## config.mk

```make
export PLATFORM = sky130hd
export DESIGN_NAME = modulo_iter
export DESIGN_NICKNAME = d
export VERILOG_FILES = /design/src/rtl/modulo_iter.sv
export SDC_FILE = /design/constraint.sdc
export NUM_CORES = 1
export LEC_CHECK = 0
export ABC_AREA = 1
export ABC_CLOCK_PERIOD_IN_PS = 10100
export CORE_MARGIN = 4
export CORE_UTILIZATION = 58
export DETAILED_ROUTE_END_ITERATION = 10
export MAX_ROUTING_LAYER = met4
export PLACE_DENSITY = 0.81
export SETUP_SLACK_MARGIN = 0.05
export SYNTH_ARGS = -nofsm -noshare
export SYNTH_HDL_FRONTEND = slang
export SYNTH_SLANG_ARGS = --single-unit
```

## constraint.sdc

```tcl
create_clock -name clock -period 10.1 [get_ports clock]
set_input_delay 1.01 -clock clock [delete_from_list [all_inputs] [get_ports clock]]
set_output_delay 1.01 -clock clock [all_outputs]
set_load 0.05 [all_outputs]
```

## src/rtl/modulo_iter.sv

```systemverilog
// modulo_iter -- iterative unsigned remainder (x mod z) by restoring
// shift-subtract, one quotient bit per clock.
//
// Ports
//   clock, reset          rising-edge clock, asynchronous active-high reset
//   in_valid / in_ready   operand handshake (x_in dividend, z_in modulus)
//   out_valid / out_ready result handshake (rem_out, div_zero)
//   busy                  FSM is not in IDLE
//
// Parameter W: operand/result width, even and >= 4.
// Optional macro MODULO_ITER_FASTPATH_EN: resolve x < z, z == 1 and x == z
// in one cycle instead of W iterations.
//
// state | meaning
// IDLE  | waiting for an operand pair, in_ready = 1
// CALC  | shift-subtract iterations (or one-cycle resolve of special cases)
// HOLD  | result presented, waiting for out_ready
module modulo_iter #(
   parameter int W = 64
) (
   input  logic         clock,
   input  logic         reset,
   input  logic         in_valid,
   output logic         in_ready,
   input  logic [W-1:0] x_in,
   input  logic [W-1:0] z_in,
   output logic         out_valid,
   input  logic         out_ready,
   output logic [W-1:0] rem_out,
   output logic         div_zero,
   output logic         busy
);

   localparam int CW = $clog2(W) + 1;

   typedef enum logic [1:0] {IDLE, CALC, HOLD} state_t;

   state_t          state, state_nxt;
   logic [W:0]      r;
   logic [W:0]      t;
   logic [W:0]      r_step;
   logic [W-1:0]    xs;
   logic [W-1:0]    zs;
   logic [CW-1:0]   cnt;
   logic            dz_q, fp_lt_q, fp_z_q;
   logic            fp_lt_nxt, fp_z_nxt;
   logic            accept, early, last;

   assign accept    = in_valid && in_ready;
   assign in_ready  = (state == IDLE) && !reset;
   assign out_valid = (state == HOLD);
   assign busy      = (state != IDLE);

   // One restoring step: r stays below z, so t < 2z and fits in W+1 bits.
   assign t      = {r[W-1:0], xs[W-1]};
   assign r_step = (t >= {1'b0, zs}) ? (t - {1'b0, zs}) : t;

   // Down-counter loaded with W at accept; terminal count at 1 marks the
   // W-th iteration.
   assign last  = (cnt == CW'(1));
   assign early = dz_q || fp_lt_q || fp_z_q;

`ifdef MODULO_ITER_FASTPATH_EN
   // z == 0 takes priority over the fast cases (x == z == 0 is a div-zero).
   assign fp_lt_nxt = (z_in != '0) && (x_in < z_in);
   assign fp_z_nxt  = (z_in != '0) && ((z_in == W'(1)) || (x_in == z_in));
`else
   assign fp_lt_nxt = 1'b0;
   assign fp_z_nxt  = 1'b0;
`endif

   always_comb begin
      state_nxt = state;
      case (state)
         IDLE:    if (accept) state_nxt = CALC;
         CALC:    if (early || last) state_nxt = HOLD;
         HOLD:    if (out_ready) state_nxt = IDLE;
         default: state_nxt = IDLE;
      endcase
   end

   always_ff @(posedge clock or posedge reset) begin
      if (reset) begin
         state <= IDLE;
      end else begin
         state <= state_nxt;
      end
   end

   // Special cases are flagged at accept and resolved on the first CALC
   // edge, so their result appears one edge after the accepting edge.
   always_ff @(posedge clock or posedge reset) begin
      if (reset) begin
         r        <= '0;
         xs       <= '0;
         zs       <= '0;
         cnt      <= '0;
         dz_q     <= 1'b0;
         fp_lt_q  <= 1'b0;
         fp_z_q   <= 1'b0;
         rem_out  <= '0;
         div_zero <= 1'b0;
      end else begin
         case (state)
            IDLE: begin
               if (accept) begin
                  r       <= '0;
                  xs      <= x_in;
                  zs      <= z_in;
                  cnt     <= CW'(W);
                  dz_q    <= (z_in == '0);
                  fp_lt_q <= fp_lt_nxt;
                  fp_z_q  <= fp_z_nxt;
               end
            end
            CALC: begin
               if (dz_q) begin
                  rem_out  <= xs;
                  div_zero <= 1'b1;
               end else if (fp_lt_q) begin
                  rem_out  <= xs;
                  div_zero <= 1'b0;
               end else if (fp_z_q) begin
                  rem_out  <= '0;
                  div_zero <= 1'b0;
               end else begin
                  r   <= r_step;
                  xs  <= xs << 1;
                  cnt <= cnt - CW'(1);
                  if (last) begin
                     rem_out  <= r_step[W-1:0];
                     div_zero <= 1'b0;
                  end
               end
            end
            default: ;
         endcase
      end
   end

endmodule

```

Yosys cells after proc, flatten, opt, wreduce, memory -nomap -nowiden
Cells that the tools add are included.
{"block": "totals", "input_bits": 132, "reg_bits": 267, "out_inout_bits": 68}
{"block": "classes", "n_reduce_logical": 13, "n_mux": 18, "n_eq_ne": 7, "order_cmp": 1, "n_addsub": 2}
{"cell": "64-bit 2-to-1 mux", "n": 7}
{"cell": "64-bit one-hot mux with 2 select lines", "n": 2}
{"cell": "65-bit by 64-bit greater-or-equal comparator with 1-bit output", "n": 1}
{"cell": "64-bit logical NOT", "n": 1}
{"cell": "64-bit subtractor", "n": 1}
{"cell": "7-bit 2-to-1 mux", "n": 2}
{"cell": "7-bit one-hot mux with 2 select lines", "n": 1}
{"cell": "7-bit by 1-bit == test with 1-bit output (second input constant)", "n": 1}
{"cell": "7-bit by 1-bit subtractor with 7-bit output (second input constant)", "n": 1}
{"cell": "2-bit 2-to-1 mux", "n": 3}
{"cell": "2-bit inequality test (second input constant)", "n": 3}
{"cell": "2-bit one-hot mux with 3 select lines", "n": 1}
{"cell": "3-bit AND reduction", "n": 2}
{"cell": "2-bit nonzero test", "n": 3}
{"cell": "2-bit AND reduction", "n": 2}
{"cell": "2-bit by 1-bit == test with 1-bit output (second input constant)", "n": 1}
{"cell": "2-bit == test (second input constant)", "n": 1}
{"cell": "1-bit logical AND", "n": 2}
{"cell": "2-bit logical NOT", "n": 1}
{"cell": "1-bit 2-to-1 mux", "n": 2}
{"cell": "2-bit by 1-bit inequality test with 1-bit output (second input constant)", "n": 1}
{"cell": "1-bit logical NOT", "n": 1}
{"cell": "1-bit logical OR", "n": 1}

Depth between registers and ports, before layout
Gate-level depths: netlist (run 1).
{"block": "logic_depth", "depth_word": 5, "mapped_depth": 19, "mapped_depth_nobuf": 18}

Worst setup path before layout (run 1)
Ideal clock, no wire load.
{"block": "synth_path", "path_kind": "input-to-reg", "start": "in reset", "end": "reg xs[10]", "path_stages": 8, "path_slack_ns": 7.086, "t_arrival_ns": 2.884, "path_buffers": 2, "cell_sequence": "nor2_1 -> nand2_1 -> inv_1 -> nor2_1 -> inv_1 -> buf_2 -> clkbuf_1 -> o21ai_0"}
{"block": "synth_between", "elab_chain_cells": 5}
{"item": "start, declared", "line": "22", "source": "input logic reset,"}
{"item": "1-bit logical NOT (no source line)"}
{"item": "1-bit logical AND", "line": "50", "source": "assign in_ready = (state == IDLE) && !reset;"}
{"item": "1-bit logical AND", "line": "49", "source": "assign accept = in_valid && in_ready;"}
{"item": "2-bit inequality test (no source line)"}
{"item": "3-bit AND reduction (no source line)"}
{"item": "end signal, assigned", "line": "108", "source": "xs <= x_in;"}
{"item": "end signal, assigned", "line": "128", "source": "xs <= xs << 1;"}
{"item": "end, declared", "line": "42", "source": "logic [W-1:0] xs;"}
Every way passes these cells.
A chain may end at the register's enable or synchronous reset.

Worst setup path in the final report (run 1)
{"block": "layout_path", "start": "in reset", "end": "reg cnt[5]"}
{"block": "layout_between", "elab_chain_cells": 5}
{"item": "1-bit logical NOT (no source line)"}
{"item": "1-bit logical AND", "line": "50"}
{"item": "1-bit logical AND", "line": "49"}
{"item": "2-bit inequality test (no source line)"}
{"item": "3-bit AND reduction (no source line)"}
{"item": "end signal, assigned", "line": "110", "source": "cnt <= CW'(W);"}
{"item": "end signal, assigned", "line": "129", "source": "cnt <= cnt - CW'(1);"}
{"item": "end, declared", "line": "44", "source": "logic [CW-1:0] cnt;"}
Every way passes these cells.

==> results.sh, run 1 <==
export IMPL_gp_congestion=0.9776
export IMPL_place_hpwl_um=49060
export IMPL_hold_depth=2
export IMPL_initialDrtViolationCount=1994
export IMPL_drv_slew=0
export IMPL_rsz0062_at_grt="false"
export IMPL_start_util_pct=58.81
export IMPL_grt_pass1_vias=18670
export IMPL_ant_nets=0
export IMPL_synth_most_common_cell="nand2_1"
export IMPL_synth_flop_cell="dfrtp_1"
export IMPL_reg2reg_slack_ns=5.74
export IMPL_die_area_um2=35960
export IMPL_pre_cts_slack_ns=4.848
export IMPL_syn2layout_area_growth_pct=15.82
export IMPL_worstSkewPairLatency_ns=0.59
export IMPL_path_cells="clkdlybuf4s50_1, nor2_1, nand2_1, clkinv_2, nor2_4, buf_4, clkinv_2, buf_4, nand3_1, nor3_1, o21ai_0, a21oi_1"
export IMPL_num_rows=66
export IMPL_hold_path_class="flip-flop to flip-flop"
export IMPL_fin_ws_ns=5.303
export IMPL_routed_wl_um=65500
export IMPL_avgSynthCellArea_um2=6.528
export IMPL_firstDrtPassIters=5
export IMPL_drc=0
export IMPL_yosysTopAreaCell="dfrtp_1"
export IMPL_outcome="finished clean"
export IMPL_fin_tns_setup_ns=0
export IMPL_reg2reg_depth=14
export IMPL_maxCapViolCount=0
export IMPL_grt_usage_pct=36.98
export IMPL_cts_tree="done"
export IMPL_diodes=0
export IMPL_synth_seq_area_share_pct=34.92
export IMPL_clkTransAtPathRegs_ns=0.06
export IMPL_synth_area_top_cells="dfrtp_1, nand2_1, inv_1, o21ai_0, ha_1"
export IMPL_crit_path_end_kind="flip-flop"
export IMPL_grt_max_degree=147
export IMPL_critPathSlowestCell="clkinv_2"
export IMPL_post_route_min_period_ns=4.797
export IMPL_portBuffers=199
export IMPL_synth_nets=3130
export IMPL_reg2reg_to="cnt[5]"
export IMPL_numClockSinks=267
export IMPL_synth_area_um2=19130
export IMPL_antenna_found_initial=0
export IMPL_drt_wirelength_per_cell_um=18.54
export IMPL_fin_area_um2=22160
export IMPL_htreeDepth=1
export IMPL_max_clock_freq_mhz=208.5
export IMPL_whs_ns=0.4790
export IMPL_drive_above_1_share_pct=7.508
export IMPL_postPlaceCellArea_um2=21180
export IMPL_finalClockSkew_ns=0.03719
export IMPL_clockBufferDepth=3
export IMPL_min_delay_start="rem_out[42]"
export IMPL_die_width_um=189.6
export IMPL_startpoint_type="primary input"
export IMPL_layout_nets=3268
export IMPL_slew_headroom_pct=25.44
export IMPL_cts_root_buf="clkbuf_16"
export IMPL_grt_pass1_wl_um=102700
export IMPL_synth_seq_cells=267
export IMPL_hold_end="rem_out[42]"
export IMPL_ys_async_sr_fraction_pct=100.0
export IMPL_synthCells=2931
export IMPL_worst_pin_slew_ns=1.118
export IMPL_ys_types=45
export IMPL_viasPerCell=5.531
export IMPL_synth_top_area_share_pct=34.92
export IMPL_path_delay_family="buffers and inverters"
export IMPL_worstReg2RegStart="state[0]"
export IMPL_crit_required_ns=10.54
export IMPL_cp_max_fo=133
export IMPL_max_stage_delay_ns=0.81
export IMPL_path_class="primary input to flip-flop"
export IMPL_io_pins=200
export IMPL_finalSetupViolations=0
export IMPL_ctsHoldBuffers=0
export IMPL_vias=19540
export IMPL_overflow=0
export IMPL_cp_num_buf_inv=5
export IMPL_cp_arrival_ns=5.24
export IMPL_synth_edf_count=0
export IMPL_cts_setup_buffers=0
export IMPL_cts_made_buffers=29
export IMPL_netlist_top_cells_count="nand2_1, inv_1, dfrtp_1"
export IMPL_cts_repair_resized=0
export IMPL_timing_final_crit_share_pct=47.50
export IMPL_ys_warn_count=0
export IMPL_hold_viol=0
export IMPL_core_um2=32540
export IMPL_fp_dieH_um=189.6
## layout by cell type (no fill, tap or decap), drive strengths merged, types with 3 or more instances in the layout
cell           instances
nand3                190
nand4                 11
o21ai                232
clkbuf                41
inv                  474
bufinv                 3
and2                   9
buf                   11
o21bai                 3
clkdlybuf4s50        199
a21oi                112
ha                    66
nand3b                16
and3                   4
xor2                  27
dfrtp                267
nor3                  12
nor2                 127
nand2               1243
xnor2                  4
clkinv                 9
nor4                  22
## registers in the layout, indices dropped and copies added (netlist names)
name / flops
r: 64
rem_out: 64
xs: 64
zs: 64
cnt: 7
state: 2
div_zero: 1
dz_q: 1
## worst max path at each step
stage               startpoint  endpoint  slack [ns]  cells after the start
CTS                      reset    cnt[5]        5.39                     12
global placement         reset    cnt[5]        5.05                     12
finish                   reset    cnt[5]        5.30                     12
floorplan                reset    cnt[0]        1.74                      1
detailed placement       reset    cnt[5]        4.85                     12
global route             reset    cnt[5]        4.99                     12
## worst reg2reg max path: stages, from the launching register on
cell	delay, ns
dfrtp_1	0.38
inv_1	0.05
nor2_1	0.18
clkinv_2	0.08
buf_4	0.45
nor2_4	0.22
buf_4	0.68
nor2_4	0.09
buf_4	0.40
clkinv_2	0.12
buf_4	0.84
nand3_1	0.24
nor3_1	0.25
o21ai_0	0.13
a21oi_1	0.17
## kinds of logic after synthesis
kind of cell	after synthesis	synth area share, %
DFF	267	34.92
and+or+nand+nor	1635	37.28
AOI/OAI and AO/OA	351	9.397
buffers and inverters	580	12.56
xor gates and xnor gates	31	1.419
adders and majority gates	67	4.421
## area by class of cell
type | instances | area (um2)
timing repair buffer | 210 | 2074
clock buffer | 41 | 840.8
multi-input combinational | 2084 | 10060
clock inverter | 11 | 142.6
tap | 442 | 553.0
inverter | 477 | 1803
sequential | 267 | 6683
fill | 2743 | 10380
## per-stage QoR
stage | instances | util (%)
floorplan | 2931 | -
global placement | 3480 | 65.09
detailed placement | 3480 | 65.09
CTS | 3532 | 68.11
global route | 3532 | 68.11
finish | 3532 | 68.11
## metal layers
metal  vias to the layer above  track usage (%)  part of all wire [%]
li1                       9308                -                     -
met5                         -                -                     0
met4                         0            10.96                   3.0
met2                       937            56.74                    44
met1                      9168            50.75                    43
met3                       123            6.642                   9.8
Power of run 1 is left out: the tool's default activity adds up to more than one toggle a clock period on the data nets, which glitch-free logic cannot reach.
==> run 2, diff against run 1 <==
ABC_CLOCK_PERIOD_IN_PS = 4700   (was 10100)
clock period = 4.7 ns   (was 10.1 ns; I/O delays follow)
==> run 2 against run 1 <==
Effect of this change: first-iteration DRC count down 0.40%; clock-buffer cell count up 1; non-clock buffer count up 5; critical path depth up 3; sequential cell count unchanged; global-route usage down 0.22 points; utilization up 0.25 points; via count down 1.2%; cell count up 0.17%; worst setup slack worse by 4.3 ns; die area unchanged; register-to-register slack worse by 4.7 ns.
==> results.sh, run 2 (synthesis gave the netlist of run 1 again) <==
export IMPL_layout_common_cells="nand2_1, inv_1, dfrtp_1, o21ai_0, clkdlybuf4s50_1"
export IMPL_cts_tree="done"
export IMPL_min_delay_start="rem_out[58]"
export IMPL_start_util_pct=58.81
export IMPL_post_route_util_pct=68.36
export IMPL_fin_ws_ns=1.031
export IMPL_syn2layout_area_growth_pct=16.24
export IMPL_slew_headroom_pct=28.99
export IMPL_grt_pass1_vias=18470
export IMPL_drv_slew=0
export IMPL_cp_max_fo=52
export IMPL_maxCapViolCount=0
export IMPL_fp_dieH_um=189.6
export IMPL_cp_common_cell="nand2_1"
export IMPL_routed_wl_um=65050
export IMPL_hold_path_class="flip-flop to flip-flop"
export IMPL_crit_required_ns=5.19
export IMPL_ctsHoldBuffers=0
export IMPL_firstDrtPassIters=6
export IMPL_worstSetupStartpoint="r[51]"
export IMPL_worstSkewPairLatency_ns=0.57
export IMPL_overflow=0
export IMPL_layout_commonest_cell="nand2_1"
export IMPL_hold_viol=0
export IMPL_max_clock_freq_mhz=272.6
export IMPL_worst_pin_slew_ns=1.065
export IMPL_startpoint_type="flip-flop"
export IMPL_grt_max_degree=127
export IMPL_clkTransAtPathRegs_ns=0.06
export IMPL_fill_cells=2864
export IMPL_cts_made_buffers=29
export IMPL_cts_setup_buffers=0
export IMPL_initialDrtViolationCount=1986
export IMPL_drt_wirelength_per_cell_um=18.38
export IMPL_worstReg2RegStart="r[51]"
export IMPL_fin_tns_setup_ns=0
export IMPL_diodes=0
export IMPL_grt_pass1_wl_um=102100
export IMPL_finalSetupViolations=0
export IMPL_cp_arrival_ns=4.16
export IMPL_ant_nets=0
export IMPL_seqCellArea_um2=6683
export IMPL_io_pins=200
export IMPL_clockBufferDepth=3
export IMPL_cp_num_buf_inv=2
export IMPL_num_rows=66
export IMPL_path_delay_family="simple AND/OR/NAND/NOR gates"
export IMPL_rsz0062_at_grt="false"
export IMPL_finalClockSkew_ns=0.01743
export IMPL_pre_cts_slack_ns=1.132
export IMPL_whs_ns=0.4823
export IMPL_core_um2=32540
export IMPL_gp_congestion=1.109
export IMPL_grt_usage_pct=36.75
export IMPL_critPathSlowestCell="buf_4"
export IMPL_die_area_um2=35960
export IMPL_place_hpwl_um=49530
export IMPL_layout_nets=3273
export IMPL_timing_final_crit_share_pct=78.05
export IMPL_drive_above_1_share_pct=7.558
export IMPL_cts_repair_resized=0
export IMPL_viasPerCell=5.454
export IMPL_path_class="flip-flop to flip-flop"
export IMPL_antenna_found_initial=0
export IMPL_numClockSinks=267
export IMPL_path_cells="ha_1, nand2_1, inv_2, nand2_1, nor2_1, nand2_1, nor2_1, nand2_1, nand3_2, nor2_4, buf_4, nand3_2, nand3_1, nand2_1, nand2_1"
export IMPL_crit_path_end_kind="flip-flop"
export IMPL_multi_input_area_um2=10060
export IMPL_cts_root_buf="clkbuf_16"
export IMPL_die_width_um=189.6
export IMPL_max_stage_delay_ns=0.88
export IMPL_vias=19300
export IMPL_portBuffers=199
export IMPL_htreeDepth=1
export IMPL_drc=0
export IMPL_outcome="finished clean"
export IMPL_post_route_min_period_ns=3.669
## run 2: cell count changes in the layout (fill, tap and decap cells not counted), sizes merged
cell	delta
bufinv	+1
clkbuf	+1
clkinvlp	+2
buf	+5
clkinv	-2
inv	-1
## run 2: worst register-to-register path, stage by stage, from the launching register on
cell and delay [ns]:
dfrtp_1 0.42, ha_1 0.39, nand2_1 0.19, inv_2 0.05
nand2_1 0.11, nor2_1 0.10, nand2_1 0.07, nor2_1 0.04
nand2_1 0.08, nand3_2 0.09, nor2_4 0.54, buf_4 0.89
nand3_2 0.24, nand3_1 0.18, nand2_1 0.12, nand2_1 0.08
## run 2: path summary, 6_finish.rpt
path | end | slack (ns) | depth (start not counted)
max reg2reg | rem_out[59] | 1.03 | 15
min reg2reg | rem_out[58] | 0.48 | 2
min | rem_out[58] | 0.48 | 2
min in group asynchronous | rem_out[32] | 0.49 | 2
max | rem_out[59] | 1.03 | 15
max in group asynchronous | r[34] | 3.19 | 3
## run 2: metal layers
layer  share of wire, %  GRT usage (%)
met5                  0              -
met4                2.9          9.627
met3                9.6          6.165
met2                 44          55.71
met1                 44          51.86
## run 2: stage by stage
stage	area, um2	cells
after floorplan	19140	2931
after CTS	22240	3538
after detailed placement	21260	3485
after global routing	22240	3538
after global placement	21260	3485
final	22240	3538
## run 2: cell type report
type	instances	area share [%]
Inverter	477	8.090
Sequential cell	267	30.05
Timing Repair Buffer	215	9.721
Clock inverter	11	0.7482
Clock buffer	42	3.662
Multi-Input combinational cell	2084	45.25
Tap cell	442	2.487
Power of run 2 is left out for the same reason.
